`config.mk`:
```
export PLATFORM = sky130hd
export DESIGN_NAME = output_readback_flat
export DESIGN_NICKNAME = d
export VERILOG_FILES = /design/src/rtl/output_readback_if.sv /design/src/rtl/output_readback.sv /design/src/flat_wrapper.sv
export SDC_FILE = /design/constraint.sdc
export NUM_CORES = 2
export LEC_CHECK = 0
export BUFFER_PORTS_ARGS = -buffer_cell sky130_fd_sc_hd__buf_4
export CORE_AREA = 3 3 408 410
export CTS_CLUSTER_SIZE = 12
export DETAILED_ROUTE_END_ITERATION = 7
export DIE_AREA = 0 0 411 413
export GPL_TIMING_DRIVEN = 1
export PLACE_DENSITY = 0.42
export SETUP_SLACK_MARGIN = 0.3
export SYNTH_ARGS = -nofsm -noshare
export SYNTH_HDL_FRONTEND = slang
export SYNTH_SLANG_ARGS = --single-unit
```
`constraint.sdc`:
```
create_clock -name clk -period 50.3 [get_ports clk]
set_clock_uncertainty 0.1 [all_clocks]
set_input_delay 5.03 -clock clk [delete_from_list [all_inputs] [get_ports clk]]
set_output_delay 5.03 -clock clk [all_outputs]
set_load 0.02 [all_outputs]
```
`src/rtl/output_readback_if.sv`:
```
// Output-RAM read port plus downstream valid/ready stream for output_readback.
// master = the readback engine, slave = RAM model / consumer side.
interface output_readback_if #(
   parameter int unsigned OUTPUT_BITWIDTH = 32,
   parameter int unsigned MAC_COL         = 16,
   parameter int unsigned OUTPUT_ADDR_BIT = 10
);
   logic [OUTPUT_ADDR_BIT-1:0]         ram_addr_out;
   logic                               ram_read_en_out;
   logic [OUTPUT_BITWIDTH*MAC_COL-1:0] ram_rdata_in;
   logic [OUTPUT_BITWIDTH*MAC_COL-1:0] data_out;
   logic                               valid_out;
   logic                               ready_in;
   logic                               last_out;

   modport master (
      output ram_addr_out,
      output ram_read_en_out,
      input  ram_rdata_in,
      output data_out,
      output valid_out,
      input  ready_in,
      output last_out
   );

   modport slave (
      input  ram_addr_out,
      input  ram_read_en_out,
      output ram_rdata_in,
      input  data_out,
      input  valid_out,
      output ready_in,
      input  last_out
   );
endinterface

```
`src/rtl/output_readback.sv`:
```
// Streams OUTPUT_DATA_NUM output-RAM words to a valid/ready consumer via a 2-entry FIFO.
// Optional macro OUTPUT_READBACK_RELU_EN: per-lane ReLU applied at the FIFO output.
module output_readback #(
   parameter int unsigned OUTPUT_BITWIDTH = 32,
   parameter int unsigned MAC_COL         = 16,
   parameter int unsigned OUTPUT_ADDR_BIT = 10,
   parameter int unsigned OUTPUT_DATA_NUM = 784
) (
   input  logic                  clk,
   input  logic                  rst,
   input  logic                  start_in,
   output_readback_if.master     bus,
   output logic                  busy_out,
   output logic                  done_out
);
   localparam int unsigned W  = OUTPUT_BITWIDTH * MAC_COL;
   localparam int unsigned CW = $clog2(OUTPUT_DATA_NUM + 1);
   localparam logic [CW-1:0] LAST_IDX = CW'(OUTPUT_DATA_NUM - 1);

   localparam logic [1:0] IDLE  = 2'd0;
   localparam logic [1:0] READ  = 2'd1;
   localparam logic [1:0] DRAIN = 2'd2;
   localparam logic [1:0] DONE  = 2'd3;

   logic [1:0]    state_q, state_d;
   logic [CW-1:0] addr_q;
   logic [CW-1:0] sent_q;
   logic          inflight_q;
   logic [W-1:0]  fifo_q [2];
   logic          wr_ptr_q, rd_ptr_q;
   logic [1:0]    count_q;
   logic [2:0]    occ;
   logic          rd_en, push, pop, last_rd, valid;
   logic [W-1:0]  head;

   always_comb begin
      valid   = (count_q != 2'd0);
      push    = inflight_q;
      pop     = valid & bus.ready_in;
      occ     = {1'b0, count_q} + {2'b00, inflight_q};
      // A same-cycle pop frees a slot before the new read's data lands, which is what
      // sustains one word per cycle; a full FIFO never gets a read regardless.
      rd_en   = (state_q == READ) && (count_q != 2'd2) && (occ < (3'd2 + {2'b00, pop}));
      last_rd = rd_en && (addr_q == LAST_IDX);
   end

   always_comb begin
      state_d = state_q;
      case (state_q)
         IDLE:    if (start_in) state_d = READ;
         READ:    if (last_rd) state_d = DRAIN;
         DRAIN:   if (pop && (sent_q == LAST_IDX)) state_d = DONE;
         DONE:    state_d = IDLE;
         default: state_d = IDLE;
      endcase
   end

   always_ff @(posedge clk or posedge rst) begin
      if (rst) begin
         state_q    <= IDLE;
         addr_q     <= '0;
         sent_q     <= '0;
         inflight_q <= 1'b0;
         fifo_q[0]  <= '0;
         fifo_q[1]  <= '0;
         wr_ptr_q   <= 1'b0;
         rd_ptr_q   <= 1'b0;
         count_q    <= 2'd0;
      end else begin
         state_q    <= state_d;
         inflight_q <= rd_en;
         if (state_q == DONE) begin
            addr_q <= '0;
         end else if (rd_en && !last_rd) begin
            addr_q <= addr_q + CW'(1);
         end
         if (state_q == DONE) begin
            sent_q <= '0;
         end else if (pop) begin
            sent_q <= sent_q + CW'(1);
         end
         if (push) begin
            fifo_q[wr_ptr_q] <= bus.ram_rdata_in;
            wr_ptr_q         <= ~wr_ptr_q;
         end
         if (pop) begin
            rd_ptr_q <= ~rd_ptr_q;
         end
         case ({push, pop})
            2'b10:   count_q <= count_q + 2'd1;
            2'b01:   count_q <= count_q - 2'd1;
            default: count_q <= count_q;
         endcase
      end
   end

   assign head = fifo_q[rd_ptr_q];

   always_comb begin
`ifdef OUTPUT_READBACK_RELU_EN
      bus.data_out = head;
      for (int k = 0; k < int'(MAC_COL); k++) begin
         if (head[k*OUTPUT_BITWIDTH + OUTPUT_BITWIDTH - 1]) begin
            bus.data_out[k*OUTPUT_BITWIDTH +: OUTPUT_BITWIDTH] = '0;
         end
      end
`else
      bus.data_out = head;
`endif
   end

   assign bus.ram_addr_out    = OUTPUT_ADDR_BIT'(addr_q);
   assign bus.ram_read_en_out = rd_en;
   assign bus.valid_out       = valid;
   assign bus.last_out        = valid && (sent_q == LAST_IDX);
   assign busy_out            = (state_q == READ) || (state_q == DRAIN);
   assign done_out            = (state_q == DONE);
endmodule

```
`src/flat_wrapper.sv`:
```
// flat-port wrapper written by rule: the top's interface ports become plain ports
module output_readback_flat 
#(
   parameter int unsigned OUTPUT_BITWIDTH = 32,
   parameter int unsigned MAC_COL         = 16,
   parameter int unsigned OUTPUT_ADDR_BIT = 10,
   parameter int unsigned OUTPUT_DATA_NUM = 784
)
  (clk, rst, start_in, busy_out, done_out, bus_ram_addr_out, bus_ram_read_en_out, bus_ram_rdata_in, bus_data_out, bus_valid_out, bus_ready_in, bus_last_out);
  output_readback_if #(.OUTPUT_BITWIDTH(OUTPUT_BITWIDTH), .MAC_COL(MAC_COL), .OUTPUT_ADDR_BIT(OUTPUT_ADDR_BIT)) bus_i ();
  input  logic clk;
  input  logic rst;
  input  logic start_in;
  output logic busy_out;
  output logic done_out;
  output wire logic [$bits(bus_i.ram_addr_out)-1:0] bus_ram_addr_out;
  output wire logic [$bits(bus_i.ram_read_en_out)-1:0] bus_ram_read_en_out;
  input wire logic [$bits(bus_i.ram_rdata_in)-1:0] bus_ram_rdata_in;
  output wire logic [$bits(bus_i.data_out)-1:0] bus_data_out;
  output wire logic [$bits(bus_i.valid_out)-1:0] bus_valid_out;
  input wire logic [$bits(bus_i.ready_in)-1:0] bus_ready_in;
  output wire logic [$bits(bus_i.last_out)-1:0] bus_last_out;
  assign bus_ram_addr_out = bus_i.ram_addr_out;
  assign bus_ram_read_en_out = bus_i.ram_read_en_out;
  assign bus_i.ram_rdata_in = bus_ram_rdata_in;
  assign bus_data_out = bus_i.data_out;
  assign bus_valid_out = bus_i.valid_out;
  assign bus_i.ready_in = bus_ready_in;
  assign bus_last_out = bus_i.last_out;
  output_readback #(.OUTPUT_BITWIDTH(OUTPUT_BITWIDTH), .MAC_COL(MAC_COL), .OUTPUT_ADDR_BIT(OUTPUT_ADDR_BIT), .OUTPUT_DATA_NUM(OUTPUT_DATA_NUM)) u_core (.clk(clk), .rst(rst), .start_in(start_in), .bus(bus_i), .busy_out(busy_out), .done_out(done_out));
endmodule
```
==> metrics.yaml <==
fin_area_um2: 59600
clock_sinks: 1051
cts_tree: "yes"
cts_buffers: 132
seq_area_frac_synth: 0.585
min_period_ns: 11.14
antenna_found_initial: 65
clkTransAtPathRegs_ns: 0.05
hpwl_um: 105000
cp-end-kind: "primary output"
comb_power_share: 0.503
slew_headroom: 0.311
period_share: 0.221
clockRootBuffer: "clkbuf_16"
num_io_pins: 1043
grt_usage: 0.170
maxSlewViolCount: 0
setup_tns_ns: 0
rows: 148
h-tree-depth: 4
switchingPower_w: 0.00180
status: "finished clean"
vias_per_cell: 4.44
crit_path_start_kind: "input port"
portBuffers: 1042
cap_violations: 0
synthFlopType: "dfrtp_1"
finalHoldViolations: 0
pwr-share-clk: 0.191
p_sw_frac: 0.371
synth.area.top_cells: "dfrtp_1 58%, mux2_2 38%, clkbuf_1 1.4%"
synthDistinctLibCells: 33
min_path_type: "reg2reg"
detail_route.wl_per_cell_um: 23.8
finalWirelength_um: 148000
start_util: 0.276
worstSetupPathType: "in2out"
fp.dieW_um: 411
post_cts.repair.setup_buffers: 0
ir_drop_v: 0.0000393
synth_top_area_cell: "dfrtp_1"
synth_top_area_frac: 0.585
wl_met2_um: 72700
first_global_vias: 30200
seqPwrFrac: 0.306
worst_pin_slew_ns: 1.03
rsz0062_at_grt: "false"
avgSynthCellArea_um2: 15.7
p_leak_nw: 26.2
drtAntennaViolNets: 0
yosysWarnings: 0
syn-num-nets: 3397
finalSetupViolations: 0
cts_buffer_depth: 3
path_max_fanout: 11
ys_ff_latch: 1051
place_area_um2: 55300
die_y_um: 413
nets: 4438
fmax_mhz: 89.8
synth_most_common_cell: "mux2_2"
vias: 27600
hold_buffers: 0
core_area_um2: 163000
synth_common_cells: "1536 x mux2_2, 1051 x dfrtp_1, 169 x clkbuf_1"
gp_congestion: 0.751
fill_cells: 15900
postCtsResizedCells: 0
crit_arrival_ns: 6.01
synth_edf_count: 0
top_layer: "met5"
grt_pass1_wl_um: 213000
p_int_w: 0.00305
clock_latency_ns: 0.71
syn_inst: 2872
required_ns: 45.17
grt_max_degree: 158
wl_met3_um: 15400
dieArea_um2: 170000
async_reset_ff_frac: 1.00
netlist_area_um2: 45000
drive_gt1_frac: 0.702
power.density_nw_per_um2: 81.6
drt-met1-wl_um: 55900
drcViolationCount: 0
area_growth_pct: 32.4
first_iter_violations: 1113
overflow: 0
dr.pass1.iters: 6
## cell families after synthesis
logic type      synth area share
compound gates           0.00139
xor+xnor                 0.00428
fa+ha+maj                0.00250
buf+inv                   0.0151
flops                      0.585
mux                        0.385
simple gates             0.00726
## path summary, 6_finish.rpt
check	startpoint	cells after the start	slack, ns	to
max reg2reg	u_core.inflight_q$_DFF_PP0_	5	46.01	u_core.fifo_q[333]$_DFFE_PP0P_
min in group asynchronous	rst	2	4.35	u_core.fifo_q[55]$_DFFE_PP0P_
min reg2reg	u_core.fifo_q[279]$_DFFE_PP0P_	1	0.40	u_core.fifo_q[279]$_DFFE_PP0P_
max	bus_ready_in	5	39.16	bus_ram_read_en_out
max in group asynchronous	rst	5	42.67	u_core.fifo_q[996]$_DFFE_PP0P_
min	u_core.fifo_q[279]$_DFFE_PP0P_	1	0.40	u_core.fifo_q[279]$_DFFE_PP0P_
## state kept, by name (all words and copies together), names as in the netlist
| name | count |
|---|---|
| u_core.fifo_q | 1024 |
| u_core.bus.ram_addr_out | 10 |
| u_core.sent_q | 10 |
| u_core.count_q | 2 |
| u_core.state_q | 2 |
| u_core.inflight_q | 1 |
| u_core.rd_ptr_q | 1 |
| u_core.wr_ptr_q | 1 |
## area by class of cell
type | count | area (um^2) | area share
Sequential cell | 1051 | 26300 | 0.442
Multi-Input combinational cell | 1643 | 18000 | 0.303
Timing Repair Buffer | 1079 | 8160 | 0.137
Clock buffer | 203 | 3980 | 0.0668
Tap cell | 2175 | 2720 | 0.0457
Clock inverter | 18 | 211 | 0.00355
Antenna cell | 46 | 115 | 0.00193
Inverter | 6 | 35.0 | 0.000588
## cells in the final DEF, fill, tap and decap left out, drive strengths merged, types with 3 or more instances in the layout
master | synthesis | final
and2 | 4 | 4
and3 | 4 | 4
buf | 2 | 1079
clkbuf | 169 | 203
clkinv | 1 | 10
dfrtp | 1051 | 1051
diode | 0 | 46
ha | 9 | 9
inv | 5 | 12
mux2 | 1537 | 1537
nand2 | 8 | 8
nand2b | 3 | 3
nand3 | 13 | 13
nand4 | 5 | 5
nor2 | 21 | 21
o21ai | 3 | 3
xnor2 | 6 | 6
xor2 | 16 | 16
## critical path, cell delays in order
cell and delay (ns):
buf_4 0.09, o21ai_2 0.10, a2111o_1 0.49, clkinv_4 0.12
buf_4 0.16
## power by group through the flow
stage,Sequential [W],Clock (W),Combinational (W)
2_1_floorplan,0.00145,0,0.00157
3_3_place_gp,0.00150,0,0.00248
3_5_place_dp,0.00150,0,0.00250
4_1_cts,0.00149,0.000967,0.00250
5_1_grt,0.00154,0.00100,0.00261
6_report,0.00149,0.000926,0.00244
## stage by stage
stage	instances	total power [W]	utilization	hold slack, ns	setup WS, ns
6_report	6221	0.00486	0.366	0.396	39.16
5_1_grt	6199	0.00515	0.366	0.406	39.13
4_1_cts	6175	0.00496	0.365	0.400	39.16
3_5_place_dp	5954	0.00399	0.339	0.387	39.16
3_3_place_gp	5954	0.00398	0.339	0.381	39.17
2_1_floorplan	2872	0.00302	-	0.354	15.59
## routing by layer
| layer | vias to the layer above | global-route usage |
|---|---|---|
| li1 | 12400 | - |
| met1 | 14100 | 0.189 |
| met2 | 806 | 0.281 |
| met3 | 223 | 0.0817 |
| met4 | 32 | 0.0636 |
| met5 | - | 0 |
(Power assumes the default switching activity.)
